## config.mk

```make
export PLATFORM = sky130hd
export DESIGN_NAME = microsequencer
export DESIGN_NICKNAME = d
export VERILOG_FILES = /design/src/rtl/useq_pkg.sv /design/src/rtl/ucode_rom.sv /design/src/rtl/microsequencer.sv
export SDC_FILE = /design/constraint.sdc
export NUM_CORES = 1
export LEC_CHECK = 0
export ABC_AREA = 1
export CAP_MARGIN = 25
export CORE_ASPECT_RATIO = 1.1
export CORE_MARGIN = 2
export CORE_UTILIZATION = 38
export CTS_CLUSTER_DIAMETER = 150
export DETAILED_ROUTE_END_ITERATION = 16
export PLACE_DENSITY = 0.79
export SLEW_MARGIN = 30
export SYNTH_ARGS = -nofsm -noshare
export SYNTH_HDL_FRONTEND = slang
export SYNTH_SLANG_ARGS = --single-unit
```

## constraint.sdc

```tcl
create_clock -name clk -period 4.15 [get_ports clk]
set_clock_uncertainty 0.05 [all_clocks]
set_input_delay 1.0375 -clock clk [delete_from_list [all_inputs] [get_ports clk]]
set_output_delay 1.0375 -clock clk [all_outputs]
set_load 0.02 [all_outputs]
```

## src/rtl/useq_pkg.sv

```systemverilog
// useq_pkg -- shared definitions for the microsequencer and its microcode ROM.
//
// Contents:
//   nextsel_t    : how the next micro-address is chosen after a microword
//   ctrl_t       : 16-bit control bundle, MSB first:
//                  irwrite, adrsrc, alusrca[1:0], alusrcb[1:0], resultsrc[1:0],
//                  nextpc, regw, memw, branch, aluop, memacc, rsvd[1:0]
//   microword_t  : one ROM entry (next-select, jump target, control bundle)
//   ADDR_*       : fixed microword addresses
//   SRCA_*/SRCB_*/RES_* : ALU operand and result multiplexer encodings
package useq_pkg;

    typedef enum logic [2:0] {
        NS_SEQ   = 3'd0,
        NS_JUMP  = 3'd1,
        NS_DISP1 = 3'd2,
        NS_DISP2 = 3'd3,
        NS_FETCH = 3'd4
    } nextsel_t;

    // Jump targets are stored wider than the default micro-PC so the ROM
    // format does not change if the micro-PC is widened.
    localparam int NADDR_W = 8;

    localparam int ADDR_FETCH  = 0;
    localparam int ADDR_DECODE = 1;
    localparam int ADDR_MEMADR = 2;
    localparam int ADDR_MEMRD  = 3;
    localparam int ADDR_MEMWB  = 4;
    localparam int ADDR_MEMWR  = 5;
    localparam int ADDR_EXECR  = 6;
    localparam int ADDR_EXECI  = 7;
    localparam int ADDR_ALUWB  = 8;
    localparam int ADDR_BRANCH = 9;
    localparam int ADDR_TRAP   = 31;

    localparam logic [1:0] SRCA_OLDPC = 2'b00;
    localparam logic [1:0] SRCA_PC    = 2'b01;
    localparam logic [1:0] SRCA_REG   = 2'b10;

    localparam logic [1:0] SRCB_REG   = 2'b00;
    localparam logic [1:0] SRCB_IMM   = 2'b01;
    localparam logic [1:0] SRCB_FOUR  = 2'b10;

    localparam logic [1:0] RES_ALUOUT = 2'b00;
    localparam logic [1:0] RES_DATA   = 2'b01;
    localparam logic [1:0] RES_ALU    = 2'b10;

    typedef struct packed {
        logic       irwrite;
        logic       adrsrc;
        logic [1:0] alusrca;
        logic [1:0] alusrcb;
        logic [1:0] resultsrc;
        logic       nextpc;
        logic       regw;
        logic       memw;
        logic       branch;
        logic       aluop;
        logic       memacc;
        logic [1:0] rsvd;
    } ctrl_t;

    typedef struct packed {
        nextsel_t             nsel;
        logic [NADDR_W-1:0]   naddr;
        ctrl_t                ctrl;
    } microword_t;

endpackage

```

## src/rtl/ucode_rom.sv

```systemverilog
// ucode_rom -- purely combinational microcode store.
//
// Ports:
//   addr : input  [UPC_W-1:0]  micro-address to look up
//   word : output microword_t  next-select, jump target and control bundle
//
// Any address without a populated microword jumps to TRAP with every
// control bit cleared, so a stray micro-PC can never write state.
module ucode_rom
    import useq_pkg::*;
#(
    parameter int UPC_W = 5
) (
    input  logic [UPC_W-1:0] addr,
    output microword_t       word
);

    // Start from the "unpopulated" word, then fill in the fields each
    // populated address needs.
    always_comb begin
        word = '{nsel: NS_JUMP, naddr: NADDR_W'(ADDR_TRAP), ctrl: '0};
        case (int'(addr))
            ADDR_FETCH: begin
                word.nsel           = NS_SEQ;
                word.ctrl.irwrite   = 1'b1;
                word.ctrl.alusrca   = SRCA_PC;
                word.ctrl.alusrcb   = SRCB_FOUR;
                word.ctrl.resultsrc = RES_ALU;
                word.ctrl.nextpc    = 1'b1;
                word.ctrl.memacc    = 1'b1;
            end
            ADDR_DECODE: begin
                word.nsel           = NS_DISP1;
                word.ctrl.alusrca   = SRCA_OLDPC;
                word.ctrl.alusrcb   = SRCB_IMM;
            end
            ADDR_MEMADR: begin
                word.nsel           = NS_DISP2;
                word.ctrl.alusrca   = SRCA_REG;
                word.ctrl.alusrcb   = SRCB_IMM;
            end
            ADDR_MEMRD: begin
                word.nsel           = NS_SEQ;
                word.ctrl.adrsrc    = 1'b1;
                word.ctrl.resultsrc = RES_ALUOUT;
                word.ctrl.memacc    = 1'b1;
            end
            ADDR_MEMWB: begin
                word.nsel           = NS_FETCH;
                word.ctrl.resultsrc = RES_DATA;
                word.ctrl.regw      = 1'b1;
            end
            ADDR_MEMWR: begin
                word.nsel           = NS_FETCH;
                word.ctrl.adrsrc    = 1'b1;
                word.ctrl.resultsrc = RES_ALUOUT;
                word.ctrl.memw      = 1'b1;
                word.ctrl.memacc    = 1'b1;
            end
            ADDR_EXECR: begin
                word.naddr          = NADDR_W'(ADDR_ALUWB);
                word.ctrl.alusrca   = SRCA_REG;
                word.ctrl.alusrcb   = SRCB_REG;
                word.ctrl.aluop     = 1'b1;
            end
            ADDR_EXECI: begin
                word.naddr          = NADDR_W'(ADDR_ALUWB);
                word.ctrl.alusrca   = SRCA_REG;
                word.ctrl.alusrcb   = SRCB_IMM;
                word.ctrl.aluop     = 1'b1;
            end
            ADDR_ALUWB: begin
                word.nsel           = NS_FETCH;
                word.ctrl.resultsrc = RES_ALUOUT;
                word.ctrl.regw      = 1'b1;
            end
            ADDR_BRANCH: begin
                word.nsel           = NS_FETCH;
                word.ctrl.alusrca   = SRCA_REG;
                word.ctrl.alusrcb   = SRCB_REG;
                word.ctrl.resultsrc = RES_ALUOUT;
                word.ctrl.aluop     = 1'b1;
                word.ctrl.branch    = 1'b1;
            end
            default: ;
        endcase
    end

endmodule

```

## src/rtl/microsequencer.sv

```systemverilog
// microsequencer -- microcoded multicycle control unit.
//
// Ports:
//   clk      : input         rising-edge clock
//   reset    : input         asynchronous, active-low reset
//   Op       : input  [1:0]  instruction class
//   Funct    : input  [5:0]  instruction function bits
//   MemReady : input         memory access complete (wait-state builds only)
//   uPC      : output [UPC_W-1:0] current micro-address
//   CtrlWord : output [15:0] control bundle for the current microword
//   Retire   : output        one-cycle pulse as an instruction completes
//   Illegal  : output        high while parked in TRAP
//
// Build option: define MEM_WAIT_EN to stall on memory-access microwords
// until MemReady is high; otherwise MemReady is ignored.
module microsequencer
    import useq_pkg::*;
#(
    parameter int UPC_W = 5
) (
    input  logic             clk,
    input  logic             reset,
    input  logic [1:0]       Op,
    input  logic [5:0]       Funct,
    input  logic             MemReady,
    output logic [UPC_W-1:0] uPC,
    output logic [15:0]      CtrlWord,
    output logic             Retire,
    output logic             Illegal
);

    microword_t       word;
    ctrl_t            ctrl;
    logic [UPC_W-1:0] upc_next;
    logic             stall;
    logic             bits_unused;

    ucode_rom #(.UPC_W(UPC_W)) u_rom (
        .addr (uPC),
        .word (word)
    );

`ifdef MEM_WAIT_EN
    // A memory microword cannot complete until the memory answers.
    assign stall       = word.ctrl.memacc & ~MemReady;
    assign bits_unused = &{1'b0, Funct[4:1], word.naddr};
`else
    assign stall       = 1'b0;
    assign bits_unused = &{1'b0, Funct[4:1], word.naddr, MemReady};
`endif

    // Micro-PC register; Retire is registered so that it lines up with the
    // cycle in which FETCH is actually showing.
    always_ff @(posedge clk or negedge reset) begin
        if (!reset) begin
            uPC    <= '0;
            Retire <= 1'b0;
        end else begin
            uPC    <= upc_next;
            Retire <= (upc_next == '0) && (uPC != '0);
        end
    end

    // Next micro-address from the next-select field and the dispatch tables.
    always_comb begin
        upc_next = UPC_W'(ADDR_TRAP);
        unique case (word.nsel)
            NS_SEQ:   upc_next = uPC + UPC_W'(1);
            NS_JUMP:  upc_next = UPC_W'(word.naddr);
            NS_DISP1: begin
                case (Op)
                    2'b00:   upc_next = Funct[5] ? UPC_W'(ADDR_EXECI) : UPC_W'(ADDR_EXECR);
                    2'b01:   upc_next = UPC_W'(ADDR_MEMADR);
                    2'b10:   upc_next = UPC_W'(ADDR_BRANCH);
                    default: upc_next = UPC_W'(ADDR_TRAP);
                endcase
            end
            NS_DISP2: upc_next = Funct[0] ? UPC_W'(ADDR_MEMRD) : UPC_W'(ADDR_MEMWR);
            NS_FETCH: upc_next = UPC_W'(ADDR_FETCH);
            default:  upc_next = UPC_W'(ADDR_TRAP);
        endcase
        if (stall) begin
            upc_next = uPC;
        end
    end

    // Control outputs: a stalled microword must not commit any write.
    always_comb begin
        ctrl = word.ctrl;
        if (stall) begin
            ctrl.irwrite = 1'b0;
            ctrl.regw    = 1'b0;
            ctrl.memw    = 1'b0;
            ctrl.nextpc  = 1'b0;
        end
        CtrlWord = ctrl;
        Illegal  = (uPC == UPC_W'(ADDR_TRAP));
    end

endmodule

```

=== Word level (Yosys, flattened, before mapping) ===
Cells that the tools add are included.

* Word-level logic and storage cells: 49
* Flip-flop bits (word level): 6
* Input port bits: 11
* Output and inout port bits: 23

* Mux-type cells: 15
* Add/sub/neg operators: 1
* Equal/unequal tests: 16
* Reductions and logical operators: 15

{| class="wikitable"
|+ Operator list
! operator !! number
|-
| 5-bit one-hot mux with 5 select lines || 1
|-
| 5-bit by 3-bit equality test with 1-bit output, second input constant || 4
|-
| 4-bit one-hot mux with 4 select lines || 1
|-
| 5-bit one-hot mux with 3 select lines || 1
|-
| 3-bit one-hot mux with 4 select lines || 1
|-
| 2-bit OR reduction || 6
|-
| 5-bit by 2-bit equality test with 1-bit output, second input constant || 2
|-
| 5-bit by 4-bit equality test with 1-bit output, second input constant || 2
|-
| 5-bit logical NOT || 2
|-
| 1-bit 2-to-1 mux || 8
|-
| 3-bit by 2-bit equality test with 1-bit output, second input constant || 2
|-
| 3-bit OR reduction || 2
|-
| 5-bit by 1-bit adder with 5-bit output, second input constant || 1
|-
| 5-bit by 1-bit equality test with 1-bit output, second input constant || 1
|-
| 5-bit equality test, second input constant || 1
|-
| 5-bit 2-to-1 mux || 1
|-
| 5-bit nonzero test || 1
|-
| 2-bit one-hot mux with 2 select lines || 1
|-
| 4-bit OR reduction || 1
|-
| 3-bit by 1-bit equality test with 1-bit output, second input constant || 1
|-
| 3-bit equality test, second input constant || 1
|-
| 3-bit logical NOT || 1
|-
| 3-bit 2-to-1 mux || 1
|-
| 2-bit by 1-bit equality test with 1-bit output, second input constant || 1
|-
| 3 further kinds || 3
|}

=== Logic depth before layout (Yosys ltp) ===
* Depth after elaboration: 7
* Gate-level depth with buffers: 13
* Depth with buffers taken out: 13

=== By module ===
Synthesis repeated with hierarchy kept, for this count alone.

* Cells, all modules: 136
* Area, all modules: 872.1 sq um

{| class="wikitable"
|+ By module, submodules not included
! module !! area an instance (sq um) !! cells an instance !! times used !! sequential area each (sq um)
|-
| microsequencer || 595.6 || 84 || 1 || 150.1
|-
| ucode_rom || 276.5 || 52 || 1 || 0.0
|}

=== Worst setup path before layout ===
No wires, ideal clock.

* Path type: reg2out
* Start: reg uPC[0]
* End: out CtrlWord[11]
* Data required time: 3.062 ns
* Stages on the path, launching flop included: 6
* Arrival time: 1.518 ns
* Setup slack: 1.544 ns
* Path buffers: 1
* Path through: dfrtp_1 inv_1 ha_1 nand2_1 nor2_1 buf_4

* Cells in the longest elaborated chain, start to end: 3
* Elaborated cells between the ends (all ways): 9
* Classes of those cells: eq/ne (5); mux (1); reduce/logical (3)

{| class="wikitable"
|+ Ends and longest elaborated chain
! element !! line !! source
|-
| start: declaration || microsequencer.sv:26 || <nowiki>output logic [UPC_W-1:0] uPC,</nowiki>
|-
| start signal: assignment || microsequencer.sv:59 || <nowiki>uPC <= upc_next;</nowiki>
|-
| 5-bit by 3-bit equality test with 1-bit output, or another cell as far along || ucode_rom.sv:22 || <nowiki>case (int'(addr))</nowiki>
|-
| 2-bit OR reduction (no line) || - ||
|-
| 4-bit one-hot mux with 4 select lines (*) || ucode_rom.sv:22 ||
|-
| end: declaration || microsequencer.sv:27 || <nowiki>output logic [15:0] CtrlWord,</nowiki>
|}

Mark *: on every way between the ends. The rest lies on a longest branch, timed or not.

=== Worst setup path in the final report ===
* Start: reg uPC[0]
* End: out CtrlWord[10]

Same word-level chain as after synthesis.

==> load_flow_metrics.sql <==
INSERT INTO impl_metrics (metric_group, metric, value, unit) VALUES
('final_layout', 'total_inserted_antenna_cells', '0', ''),
('synth', 'yosysWarnings', '0', ''),
('synth', 'ys_seq_elements', '6', ''),
('placement', 'gp_congestion', '0.816', ''),
('grt', 'antenna_violations_before_repair', '0', ''),
('setup_path', 'cp_num_buf_inv', '4', ''),
('floorplan', 'die_height', '47.2', 'um'),
('synth', 'synth_top_cells_by_area', 'sky130_fd_sc_hd__dfrtp_1 23%, sky130_fd_sc_hd__ha_1 17%, sky130_fd_sc_hd__nand2_1 13%', ''),
('timing', 'timing.final.hold_violations', '0', ''),
('timing', 'hold-worst-slack', '0.697', 'ns'),
('synth', 'asyncSetResetFlopFracSynth', '1.00', ''),
('cts', 'path_clk_slew', '0.04', 'ns'),
('placement', 'port_buffers', '26', ''),
('run', 'maxCapViolations', '0', ''),
('cts', 'post-cts-setup-buffers', '0', ''),
('route', 'drc_errors', '0', ''),
('timing', 'period_needed', '3.21', 'ns'),
('timing', 'rsz0062_at_grt', 'false', ''),
('synth', 'synth-main-ff-cell', 'sky130_fd_sc_hd__dfrtp_1', ''),
('setup_path', 'worst-path-max-fanout', '4', ''),
('cts', 'numCtsBuffers', '3', ''),
('final_layout', 'final_cell_area', '916', 'um2'),
('setup_path', 'worstSetupStartpointType', 'register', ''),
('final_layout', 'utilization', '0.581', ''),
('grt', 'grt.overflow.total', '0', ''),
('placement', 'placement.cell_area', '893', 'um2'),
('placement', 'dpl.hpwl', '1.23', 'mm'),
('final_layout', 'layout-drive-gt1-share', '0.0894', ''),
('cts', 'h-tree-depth', '1', ''),
('synth', 'yosysTopAreaCell', 'sky130_fd_sc_hd__dfrtp_1', ''),
('setup_path', 'crit_chain', 'inv_1 > ha_1 > inv_1 > nor2_1 > nand2_1 > nand2_2 > inv_1 > nand2_1 > clkdlybuf4s50_1', ''),
('timing', 'post-route-period-util', '0.772', ''),
('setup_path', 'crit_top_cell', 'sky130_fd_sc_hd__inv_1', ''),
('cts', 'cts_root_buf', 'sky130_fd_sc_hd__clkbuf_4', ''),
('setup_path', 'timing.critical_path.slowest_stage_cell', 'sky130_fd_sc_hd__clkdlybuf4s50_1', ''),
('setup_path', 'crit_type', 'reg -> out', ''),
('synth', 'fraction_of_synthesized_cell_area_taken_by_the_top_area_cell_type', '0.233', ''),
('final_layout', 'fin_cells', '140', ''),
('final_layout', 'area_delta_synth_final', '41.9', '%'),
('cts', 'clock-sinks', '6', ''),
('setup_path', 'critical-path-top-delay-family', 'buffers and inverters', ''),
('setup_path', 'setup.worst_path.end_class', 'output port', ''),
('synth', 'number_of_library_cell_types_mapped_by_synthesis', '19', ''),
('power', 'ir_drop', '118', 'uV'),
('grt', 'grt_max_degree', '7', ''),
('final_layout', 'fin_nets', '145', ''),
('cts', 'tritoncts', 'built', ''),
('synth', 'yosysMostFrequentCell', 'sky130_fd_sc_hd__nand2_1', ''),
('grt', 'grtUsageTotal', '0.148', ''),
('cts', 'cts_buffer_depth', '2', ''),
('timing', 'final-max-slew-violation-count', '0', ''),
('outcome', 'outcome', 'finished clean', ''),
('floorplan', 'initial_utilization', '0.410', ''),
('route', 'initialDrtViolationCount', '5', ''),
('route', 'firstDrtPassIters', '4', ''),
('route', 'routed-via-count', '665', ''),
('grt', 'grt_pass1_wl', '2.28', 'mm'),
('cts', 'postCtsHoldBufs', '0', ''),
('floorplan', 'fp.coreArea', '0.00158', 'mm2'),
('floorplan', 'fp.dieArea', '0.00205', 'mm2'),
('setup_path', 'cp.required', '3.06', 'ns'),
('synth', 'synth.yosys.seq_area_share', '0.233', ''),
('power', 'power.density_cell_area', '134', 'mW/mm2'),
('synth', 'synthCells', '98', ''),
('grt', 'grt_pass1_vias', '572', ''),
('floorplan', 'ioPinCount', '34', ''),
('cts', 'worst_skew_pair_later_pin_latency', '0.24', 'ns'),
('setup_path', 'cp_data_arrival_time', '2.12', 'ns'),
('route', 'detail_route.wl_per_cell', '10.4', 'um'),
('setup_path', 'timing.critical_path.slowest_cell_delay', '0.59', 'ns'),
('synth', 'synth_area', '646', 'um2');
[registers in the layout, summed over array words and instances, names as in the netlist]
name    count
Retire      1
uPC         5
[tightest hold or removal path: stages (launching register included)]
cell                      delay (ns)
sky130_fd_sc_hd__dfrtp_1        0.41
sky130_fd_sc_hd__inv_1          0.12
sky130_fd_sc_hd__nand2_1        0.07
sky130_fd_sc_hd__nand4_1        0.10
[metal layers]
metal	vias to the layer above	wire length [um]	GRT usage
li1	347	-	-
met1	298	601	0.167
met2	18	782	0.299
met3	2	59	0.0154
met4	0	13	0.0364
met5	-	0	0
[where the power goes]
| part | total (mW) | switching, mW | internal [mW] |
|---|---|---|---|
| sequential | 0.0587 | 0 | 0.0587 |
| clock | 0.0535 | 0.0208 | 0.0327 |
| combinational | 0.0103 | 0.00517 | 0.00517 |
[cell type report]
type	instances	area, um2
fill	155	661
clock buffer	3	22.5
inverter	19	71.3
multi-input combinational	69	390
timing repair buffer	26	260
sequential	6	150
tap	17	21.3
[cell families (layout without fill, tap and decap cells)]
| family | count (synthesis) | after routing | synth area share |
|---|---|---|---|
| and+or+nand+nor | 50 | 50 | 0.347 |
| buffers and inverters | 24 | 48 | 0.169 |
| adders and majority gates | 9 | 9 | 0.174 |
| xor gates and xnor gates | 1 | 1 | 0.0136 |
| other | 1 | 2 | 0.00581 |
| DFF | 6 | 6 | 0.233 |
| AOI/OAI and AO/OA | 7 | 7 | 0.0581 |
[placed cells by master, fill, tap and decap left out, drive strengths merged, types with 3 or more instances in the layout]
| cell | instances |
|---|---|
| clkdlybuf4s50 | 26 |
| nand2 | 25 |
| inv | 19 |
| nor2 | 13 |
| ha | 9 |
| nand3 | 7 |
| dfrtp | 6 |
| o21ai | 3 |
| nand4 | 3 |
| clkbuf | 3 |
[path summary, 6_finish.rpt]
kind                                     end   start  cells past startpoint  slack (ns)
worst min register to register        uPC[0]  uPC[0]                      3        0.70
worst max register to register        Retire  uPC[0]                     12        2.31
worst max-delay path            CtrlWord[10]  uPC[0]                      9        0.94
max in group asynchronous             uPC[2]   reset                      1        2.87
worst min-delay path                  uPC[0]  uPC[0]                      3        0.70
min in group asynchronous             Retire   reset                      1        0.98
[per-stage QoR]
step / setup WS, ns / total power [mW]
finish: 0.944 / 0.123
global route: 0.779 / 0.126
CTS: 0.934 / 0.123
detailed placement: 1.20 / 0.0699
global placement: 1.23 / 0.0696
floorplan: 1.54 / 0.0646
Power figures use the tool's default switching activity.
